===== src/rtl/avalon_master_pkg.sv =====
// Shared types and register map for the Avalon command master.
// The map describes the testbench register slave this master targets.
package avalon_master_pkg;

    typedef enum logic [1:0] {
        IDLE   = 2'd0,
        BUS    = 2'd1,
        RDWAIT = 2'd2,
        RESP   = 2'd3
    } state_t;

    localparam int CTRL_ADDR      = 'h00;
    localparam int DATA_CTR_ADDR  = 'h04;
    localparam int EVENT_CTR_ADDR = 'h08;
    localparam int VERSION_ADDR   = 'h0C;
    localparam int DEBUG_ADDR     = 'h10;

    localparam int CTRL_RESET_BIT  = 0;
    localparam int CTRL_ENABLE_BIT = 1;
    localparam int CTRL_FREEZE_BIT = 2;

endpackage


===== src/rtl/avalon_wait_counter.sv =====
// Loadable down-counter; done is high while the count sits at zero.
// Shared between the waitrequest timeout and the read-latency wait.
module avalon_wait_counter #(
    parameter int W = 16
) (
    input  logic         clk,
    input  logic         reset,
    input  logic         load,
    input  logic [W-1:0] load_value,
    input  logic         dec,
    output logic         done
);

    logic [W-1:0] count;

    always_ff @(posedge clk) begin
        if (reset) begin
            count <= '0;
        end else if (load) begin
            count <= load_value;
        end else if (dec && count != '0) begin
            count <= count - W'(1);
        end
    end

    assign done = (count == '0);

endmodule


===== src/rtl/avalon_cmd_master.sv =====
// Single-word Avalon-MM master driven by a valid/ready command port.
// One transaction in flight; all outputs come straight from registers.
module avalon_cmd_master
    import avalon_master_pkg::*;
#(
    parameter int WIDTH        = 32,
    parameter int ADDR_W       = 5,
    parameter int READ_LATENCY = 1,
    parameter int TIMEOUT      = 255
) (
    input  logic              clk,
    input  logic              reset,
    input  logic              cmd_valid,
    output logic              cmd_ready,
    input  logic              cmd_write,
    input  logic [ADDR_W-1:0] cmd_address,
    input  logic [WIDTH-1:0]  cmd_wdata,
    output logic              rsp_valid,
    input  logic              rsp_ready,
    output logic [WIDTH-1:0]  rsp_data,
    output logic              rsp_error,
    output logic [ADDR_W-1:0] master_address,
    output logic              master_read,
    output logic              master_write,
    output logic [WIDTH-1:0]  master_writedata,
    input  logic [WIDTH-1:0]  master_readdata,
    input  logic              master_waitrequest
);

    localparam int CW = 16;
    // Counter is preloaded with N-1 so done marks the Nth cycle.
    localparam logic [CW-1:0] TO_LOAD = CW'(TIMEOUT - 1);
    localparam logic [CW-1:0] RL_LOAD = CW'(READ_LATENCY - 1);

    state_t          state;
    logic            is_write;
    logic            accept;
    logic            bus_ok;
    logic            cnt_load;
    logic            cnt_dec;
    logic            cnt_done;
    logic [CW-1:0]   cnt_value;

    assign accept = (state == IDLE) && cmd_ready && cmd_valid;
    assign bus_ok = (state == BUS) && !master_waitrequest;

    always_comb begin
        cnt_load  = 1'b0;
        cnt_dec   = 1'b0;
        cnt_value = TO_LOAD;
        if (accept) begin
            cnt_load = 1'b1;
        end else if (bus_ok) begin
            cnt_load  = 1'b1;
            cnt_value = RL_LOAD;
        end else if (state == BUS || state == RDWAIT) begin
            cnt_dec = 1'b1;
        end
    end

    avalon_wait_counter #(.W(CW)) u_wait (
        .clk        (clk),
        .reset      (reset),
        .load       (cnt_load),
        .load_value (cnt_value),
        .dec        (cnt_dec),
        .done       (cnt_done)
    );

    always_ff @(posedge clk) begin
        if (reset) begin
            state            <= IDLE;
            is_write         <= 1'b0;
            cmd_ready        <= 1'b0;
            rsp_valid        <= 1'b0;
            rsp_error        <= 1'b0;
            rsp_data         <= '0;
            master_read      <= 1'b0;
            master_write     <= 1'b0;
            master_address   <= '0;
            master_writedata <= '0;
        end else begin
            unique case (state)
                IDLE: begin
                    if (accept) begin
                        state            <= BUS;
                        cmd_ready        <= 1'b0;
                        is_write         <= cmd_write;
                        master_read      <= !cmd_write;
                        master_write     <= cmd_write;
                        master_address   <= cmd_address;
                        master_writedata <= cmd_wdata;
                    end else begin
                        cmd_ready <= 1'b1;
                    end
                end
                BUS: begin
                    if (!master_waitrequest) begin
                        master_read  <= 1'b0;
                        master_write <= 1'b0;
                        if (is_write) begin
                            state     <= RESP;
                            rsp_valid <= 1'b1;
                            rsp_error <= 1'b0;
                            rsp_data  <= '0;
                        end else begin
                            state <= RDWAIT;
                        end
                    end else if (cnt_done) begin
                        master_read  <= 1'b0;
                        master_write <= 1'b0;
                        state        <= RESP;
                        rsp_valid    <= 1'b1;
                        rsp_error    <= 1'b1;
                        rsp_data     <= '0;
                    end
                end
                RDWAIT: begin
                    if (cnt_done) begin
                        state     <= RESP;
                        rsp_valid <= 1'b1;
                        rsp_error <= 1'b0;
                        rsp_data  <= master_readdata;
                    end
                end
                RESP: begin
                    // Raising cmd_ready here allows a new command right after.
                    if (rsp_ready) begin
                        state     <= IDLE;
                        rsp_valid <= 1'b0;
                        cmd_ready <= 1'b1;
                    end
                end
                default: state <= IDLE;
            endcase
        end
    end

endmodule


===== config.mk =====
export PLATFORM = sky130hd
export DESIGN_NAME = avalon_cmd_master
export DESIGN_NICKNAME = d
export VERILOG_FILES = /design/src/rtl/avalon_master_pkg.sv /design/src/rtl/avalon_wait_counter.sv /design/src/rtl/avalon_cmd_master.sv
export SDC_FILE = /design/constraint.sdc
export NUM_CORES = 1
export LEC_CHECK = 0
export CORE_MARGIN = 3
export CORE_UTILIZATION = 30
export DETAILED_ROUTE_END_ITERATION = 16
export RECOVER_POWER = 100
export SETUP_SLACK_MARGIN = 0.5
export SYNTH_ARGS = -nofsm -noshare
export SYNTH_HDL_FRONTEND = slang
export SYNTH_SLANG_ARGS = --single-unit

===== constraint.sdc =====
create_clock -name clk -period 2.7 [get_ports clk]
set_clock_uncertainty 0.2 [all_clocks]
set_input_delay 0.27 -clock clk [delete_from_list [all_inputs] [get_ports clk]]
set_output_delay 0.27 -clock clk [all_outputs]
set_load 0.005 [all_outputs]

# Word level (Yosys, flattened, before mapping)
# Index checks and enable logic that the tools add are counted.
# W data, S select, Z words.
dict set report classes {
  eq_ne 8
  reduce_logical 21
  n_lt_le_gt_ge 0
  n_shift 0
  mul 0
  addsub 1
  n_div 0
  n_mux 38
  n_bitwise 0
}
# op n
set ops {}
lappend ops {{$mux W32} 4}
lappend ops {{$pmux W32 S2} 1}
lappend ops {{$mux W16} 2}
lappend ops {{$mux W1} 19}
lappend ops {{$logic_not A16 Y1} 1}
lappend ops {{$mux W8} 2}
lappend ops {{$reduce_bool A16 Y1} 1}
lappend ops {{$sub A16 B1 Y16 const B} 1}
lappend ops {{$mux W2} 4}
lappend ops {{$pmux W1 S2} 4}
lappend ops {{$pmux W2 S4} 1}
lappend ops {{$reduce_bool A2 Y1} 4}
lappend ops {{$ne A2 B2 Y1 const B} 3}
lappend ops {{$ne A3 B3 Y1 const B} 2}
lappend ops {{$reduce_and A2 Y1} 3}
lappend ops {{$reduce_and A3 Y1} 2}
lappend ops {{$eq A2 B2 Y1 const B} 2}
lappend ops {{$logic_and A1 B1 Y1} 4}
lappend ops {{$reduce_and A4 Y1} 1}
lappend ops {{$pmux W1 S3} 1}
lappend ops {{$reduce_bool A3 Y1} 1}
lappend ops {{$eq A2 B1 Y1 const B} 1}
lappend ops {{$logic_not A1 Y1} 2}
lappend ops {{$logic_not A2 Y1} 1}
lappend ops {{$logic_or A1 B1 Y1} 1}
dict set report totals {
  in_bits 75
  romBits 0
  output_inout_bits 74
  latchBits 0
  ff_bits 93
  elab_cells 79
  mem_bits_rw 0
  n_memories 0
}

# Longest topological paths before layout
# Gate-level depths: netlist (run 1).
dict set report depth {
  ltp_word 8
  ltp_mapped 8
  depth_no_buf 6
}

# Modules after synthesis
# From an unflattened synthesis (run 1), not the netlist that was laid out.
dict set report unflattened {
  cells_unflattened 401
  area_unflattened_um2 3722.3
}
# module area_each_um2 instances seq_area_each_um2 cells_per_inst
set modules_own_cells {}
lappend modules_own_cells {avalon_cmd_master 2777.7 1 1541.5 287}
lappend modules_own_cells {avalon_wait_counter 944.7 1 320.3 114}

# Least setup slack after synthesis (run 1)
# No wires, ideal clock.
dict set report synth_path {
  kind {register to register}
  startpoint {register u_wait.count[0]}
  endpoint {register rsp_data[10]}
  setup_slack_ns 0.678
  stages_incl_launch_ff 9
  arrival_ns 1.763
  setup_ns 0.059
  t_required_ns 2.441
  path_buffers 2
  synth_period_minus_slack_ns 2.022
  cell_sequence {dfxtp_1 inv_1 ha_1 nor2b_1 and3_1 buf_2 a311oi_2 buf_2 a22o_1}
}
dict set report synth_between {
  elab_chain_len 3
  word_cells_on_any_way 4
  classes_between {eq/ne: 2; reduce/logical: 2}
}
# element line_no
set synth_rtl {}
lappend synth_rtl {{start: declaration} avalon_wait_counter.sv:14} ;# logic [W-1:0] count;
lappend synth_rtl {{start signal: assignment} avalon_wait_counter.sv:20} ;# count <= load_value;
lappend synth_rtl {{start signal: assignment} avalon_wait_counter.sv:22} ;# count <= count - W'(1);
lappend synth_rtl {{$logic_not A16 Y1 (*)} avalon_wait_counter.sv:26} ;# assign done = (count == '0);
lappend synth_rtl {{$ne A3 B3 Y1 (no line) / $ne A2 B2 Y1 (equally long branches)} n/a}
lappend synth_rtl {{$reduce_and A4 Y1 (no line) (*)} n/a}
lappend synth_rtl {{end signal: assignment} avalon_cmd_master.sv:123} ;# rsp_data <= master_readdata;
lappend synth_rtl {{end: declaration} avalon_cmd_master.sv:20} ;# output logic [WIDTH-1:0] rsp_data,
# Mark *: on every way between the ends. The rest lies on a longest branch, timed or not.
# A chain may end at the register's enable or synchronous reset.

# Worst setup path in the final report (run 1)
dict set report layout_path {
  startpoint {register u_wait.count[0]}
  endpoint {register rsp_data[31]}
}
# Same word-level chain as after synthesis.

==> metrics.txt, run 1 <==
Hold Vio Cnt, Final=0; CTS tree=built; area grow syn2layout=54.6%; overall power=~3.8 mW; Leak Pwr=2.25 nW; Setup crit start kind=register; Setup CP Type=register to register; Net Sw Frac=between 20% and 30%; Post-synth EDFFs=0; library cells used by synthesis=53; hold-fix buffers at CTS=0; kind of cell adding the most delay to the critical path=compound AO/OA/AOI/OAI gates; Final ANT Viol Nets=0; worst skew pair latency=0.33 ns; sequential cell area fraction in the yosys report=around half; GRT Total Usage=between 10% and 20%; First DRT Iteration DRCs=between 200 and 250; Fillers=around 1100; min Tclk post-route=around 2.3 ns; Most used DFF post-synth=dfxtp_1; Final Core Density=just under 50%; Clock Pin Slew Worst Setup and Hold Paths=~0.060 ns; CP max stage delay=0.36 ns; detailed-route via count=3408; DP Wirelength=around 7.3 mm; die width=around 120 um; Initial DRT Pass Iterations=4; Req. time, crit path=approximately 2.8 ns; RD Place Congestion=slightly above 0.8; Avg Inst Size Synth=~9.3 um^2; commonest non-fill, non-tap cell in the layout=nand2_1; crit-path cells=inv_1 -> ha_1 -> nor2b_1 -> and3_1 -> a311oi_4 -> buf_4 -> clkbuf_16 -> a22o_1; PD cells=just under 700 nW/um^2; share of cells above drive strength 1=approximately 8.7%; antenna violations before repair=0; nets=between 600 and 700; CTS root buf=clkbuf_16; Routed WL per cell=roughly 15 um; global-route wire length before repair=15.9 mm; Die ar.=~13000 um^2; Slew Limit Fails=0; commonest cells after routing, fill and taps aside=nand2_1 (96), dfxtp_1 (92), dlygate4sd3_1 (75); DRC violations left=0; wire length on met3=1.07 mm; n_diodes=0; #FFs+latches synth=between 90 and 100; Clock Power Share=about a third; Worst Hold Margin=around 0.15 ns; Tcrit/Tclk final=around 84%; WL met1=between 4 and 5 mm; Synth Cell Area=3640 um^2; Net Sw Power=between 1 and 1.5 mW; highest-delay cell along the critical path=dfxtp_1; Slew headroom=45.6%; die span in y=between 100 and 150 um; Top Metal Used=met4; sequential power share=about two fifths; setup TNS=0 ns; maximum clock rate=442 MHz; worst slew pin tran=0.817 ns; Via density=around 5.0; status=finished, final reports clean; ys async rst share=0%; r2r setup slk=approximately 0.44 ns; number of cell rows=39; Internal Power=roughly 2.7 mW; pin count of the biggest net entering global routing=~40; crit path DAT=roughly 2.3 ns; routed wire length=slightly above 10 mm; final setup fails=0; GRT overflow=0; Sink Count=just over 90; CP bufs+invs=3; CTS Buf Count=9; Warnings, synthesis=0; number of global-route vias before repair=3271; number of I/O port buffers=between 100 and 150; H-tree depth=3; maxcap violations=0; Max Root-Sink Buffers=2; core area=11600 um^2; Peak VDD IR=0.000321 V; CP max FO=8; Setup crit end kind=register; syn nets=roughly 470; RSZ-0062 raised after global routing=false; Top Ports=149; Detail Route met2 WL=4.49 mm; Hold WC Path Type=input port to register; Gate power share=a little under a quarter; cells after synthesis=391; starting utilization of the core area=between 30 and 40%
path summary, 6_finish.rpt:
| path | from | to | cells past startpoint |
|---|---|---|---|
| setup reg to reg | u_wait.count[0] | rsp_data[31] | 8 |
| hold reg to reg | master_writedata[10] | master_writedata[10] | 2 |
| hold / removal | reset | master_writedata[9] | 2 |
| setup / recovery | u_wait.count[0] | rsp_data[31] | 8 |
layout make-up:
cell class                 instances  area [um^2]  share of cell area [%]
clock inverter                     6         88.8                    1.58
inverter                           3         11.3                   0.200
sequential                        93         1860                    33.1
clock buffer                       9          225                    4.00
tap                              143          179                    3.18
multi-input combinational        267         1620                    28.7
timing repair buffer             163         1640                    29.2
synth_stat cells, types with 2 or more instances:
library cell   n  share of area (%)
nor3_1         4               0.55
o311ai_0       2               0.48
nand3_1        3               0.41
a31o_2         2               0.48
buf_2          8                1.1
a311o_1        2               0.55
or4_1          2               0.41
o211ai_1       2               0.41
nand2b_1       6                1.0
nor4_1         4               0.69
nand4_1        2               0.34
nor2_1         9               0.93
nor3_2         4                1.1
clkbuf_1      15                1.5
buf_6          4                1.2
nand2_1       96                9.9
nor4bb_1       2               0.55
inv_1          3               0.31
o21ai_0        3               0.41
a22o_1        32                7.7
or3_1          2               0.34
nor2b_1        2               0.34
and3_1         2               0.34
o31ai_1        6                1.2
or4_4          2               0.62
dfxtp_1       93                 51
mux2i_1        3               0.83
a21oi_1       45                6.2
or2_2          3               0.52
a311oi_1       5                1.2
routing by layer:
metal / vias to the layer above / track usage [%]
met2: 136 / 22.4
met3: 12 / 6.48
met5: - / 0
met1: 1564 / 18.6
met4: 0 / 4.95
li1: 1696 / -
repair_timing:
action / in CTS / in global routing
endpoints found under the setup margin: 32 / 37
endpoints found under the hold margin: 0 / 0
gates resized for setup: 2 / 9
cloned: 0 / 3
setup buffers: 0 / 1
cells by family (layout without fill, tap and decap cells):
family / count (synthesis) / count (layout) / synth area share, %
AOI/OAI and AO/OA: 111 / 111 / 21.9
xor gates and xnor gates: 2 / 2 / 0.998
adders and majority gates: 1 / 1 / 0.344
buffers and inverters: 31 / 181 / 4.40
DFF: 93 / 93 / 51.2
muxes: 3 / 3 / 0.826
and+or+nand+nor: 150 / 150 / 20.3
metrics by stage:
step / setup slack [ns] / cells / area, um^2
global placement: 0.523 / 665 / 5250
detailed placement: 0.462 / 665 / 5250
CTS: 0.514 / 680 / 5570
global route: 0.316 / 684 / 5620
floorplan: 0.678 / 391 / 3640
finish: 0.438 / 684 / 5620
flip-flops by register name, summed over array words and instances (netlist names):
| signal | flops |
|---|---|
| rsp_data | 32 |
| rsp_valid | 1 |
| rsp_error | 1 |
| master_writedata | 32 |
| state | 2 |
| master_read | 1 |
| is_write | 1 |
| master_address | 5 |
| u_wait.count | 16 |
| master_write | 1 |
| cmd_ready | 1 |
power groups by stage:
stage / Clock (mW) / Sequential [mW] / Combinational, mW
6_report: 1.33 / 1.56 / 0.912
3_3_place_gp: 0 / 1.59 / 0.916
2_1_floorplan: 0 / 1.59 / 0.527
4_1_cts: 1.36 / 1.57 / 0.931
3_5_place_dp: 0 / 1.60 / 0.924
5_1_grt: 1.43 / 1.58 / 1.01
No activity file was read; power rests on OpenSTA's default activity.
==> inputs of run 2 (changes only) <==
Clock period 2.7 ns to 2.2 ns, I/O delays scaled along.
==> run 2 against run 1 <==
Against the previous run:
- largest cell class is now multi-input gates
- design area up 17%
- worst setup slack worse by 0.28 ns
- core utilization up 8.2 points
- via count up 8.9%
- register-to-register slack worse by 0.28 ns
==> metrics.txt, run 2 (synthesized netlist as in run 1, its figures left out) <==
Leak Pwr=~2.8 nW; min Tclk post-route=around 2.0 ns; Max Root-Sink Buffers=2; share of cells above drive strength 1=29.4%; Setup crit end kind=register; Final ANT Viol Nets=0; Initial DRT Pass Iterations=4; highest-delay cell along the critical path=clkbuf_2; area grow syn2layout=80.9%; final setup fails=0; GRT Total Usage=about 16%; Worst Hold Margin=approximately 0.10 ns; Req. time, crit path=approximately 2.3 ns; starting utilization of the core area=between 30% and 40%; Clock Pin Slew Worst Setup and Hold Paths=~0.06 ns; n_diodes=0; Via density=5.15; placed cells=~670; CP max FO=8; die span in y=116 um; largest registers=master_writedata: 32 flops, rsp_data: 32 flops, u_wait.count: 16 flops; Reg area=around 1900 um^2; GRT overflow=0; most used cell along the critical path=clkbuf_2; PD cells=841 nW/um^2; Cell Count, Final, Fillers Out=~700; RSZ-0062 raised after global routing=true; Sink Count=93; CTS root buf=clkbuf_16; commonest cells after routing, fill and taps aside=dfxtp_1 (84), clkdlybuf4s50_1 (73), dlygate4sd3_1 (73); Hold Vio Cnt, Final=0; Top Ports=around 150; global-route wire length before repair=approximately 17 mm; Tcrit/Tclk final=between 90 and 100%; Setup crit start kind=register; routed wire length=12.1 mm; Slew Limit Fails=0; DP Wirelength=about 7.5 mm; number of global-route vias before repair=~3300; DRC violations left=0; pin count of the biggest net entering global routing=39; worst slew pin tran=0.593 ns; CP max stage delay=about 0.41 ns; status=finished, final reports clean; CTS tree=built; maximum clock rate=490 MHz; overall power=approximately 5.5 mW; Setup CP Type=register to register; Final Core Density=between 50% and 60%; worst skew pair latency=between 0.3 and 0.4 ns; Hold WC Path Type=input port to register; maxcap violations=0; Slew headroom=60.3%; Fillers=around 1000; H-tree depth=3; nets=~650; CTS Buf Count=9; crit-path cells=buf_6 -> nor4bb_4 -> clkbuf_2 -> clkbuf_2 -> nand2_1 -> a21oi_1; crit path DAT=2.11 ns; First DRT Iteration DRCs=156; die width=roughly 120 um; multi-input gate area in the final layout=between 2000 and 2500 um^2; setup TNS=0 ns; core area=around 12000 um^2; commonest non-fill, non-tap cell in the layout=dfxtp_1; detailed-route via count=roughly 3700; Peak VDD IR=0.000394 V; Routed WL per cell=16.8 um; Die ar.=13500 um^2; number of I/O port buffers=about 150; number of cell rows=39; antenna violations before repair=0; RD Place Congestion=0.803
-- run 2: changes by cell type in the layout (fill, tap and decap cells not counted), moves of 4 or more --
cell,before,now
nor2_1,10,5
nand2_4,0,27
buf_4,7,23
buf_6,1,10
nand2_2,0,11
a21oi_2,1,15
buf_12,1,5
nand2_1,96,58
a21oi_1,45,30
nor4_1,4,0
dfxtp_1,92,84
dfxtp_2,1,6
-- run 2: worst max-delay path, delay by kind of cell (launching register included) --
family                 cells  cell delay, ns
DFF                        1            0.32
and+or+nand+nor            2            0.48
buffers and inverters      3            0.84
AOI/OAI and AO/OA          1            0.13
-- run 2: area by class of cell --
type	instances	share of cell area, %
clock inverters	3	1.01
inverters	3	0.171
flip-flops and latches	93	28.6
repair buffers	199	31.2
clock buffers	13	3.96
multi-input cells	267	32.4
well taps	143	2.72
-- run 2: stage by stage --
step	instance area [um^2]	setup WS, ns
floorplan	3760	0.380
global placement	5370	0.0834
detailed placement	5370	0.0444
CTS	6010	0.310
global route	6580	0.0820
finish	6580	0.161
-- run 2: power breakdown --
group	leakage, nW	switching, mW	internal [mW]
combinational	1.84	0.938	0.937
clock	0.160	0.639	1.06
sequential	0.759	0.129	1.83
total	2.76	1.71	3.83
-- run 2: final timing paths --
path | startpoint | endpoint | slack, ns | cells after the start
worst min register to register | master_writedata[8] | master_writedata[8] | 0.25 | 2
worst min-delay path | reset | u_wait.count[4] | 0.10 | 3
worst max-delay path | state[0] | master_writedata[29] | 0.16 | 6
worst max register to register | state[0] | master_writedata[29] | 0.16 | 6
-- run 2: layer usage --
metal  vias up  part of all wire, %  track usage [%]  routed length [um]
met5         -                    0                0                   0
met4         0                  2.1             5.49                 258
met3        22                  8.2             6.17                 992
met2       150                   47             24.2                5670
met1      1764                   43             19.9                5160
li1       1774                    -                -                   -
-- run 2: timing repair --
item	in CTS	in global routing
resized for setup	29	134
setup buffers	17	9
gates cloned	3	8
hold endpoints to repair	0	0
pin swaps	18	81
hold buffers	0	0
endpoints found under the setup margin	90	93
==> inputs of run 3 (changes only) <==
Settings changed: CTS_CLUSTER_SIZE from default to 30.
==> results of run 3 <==
The final DEF is identical to that of run 2; final timing and power are the same.
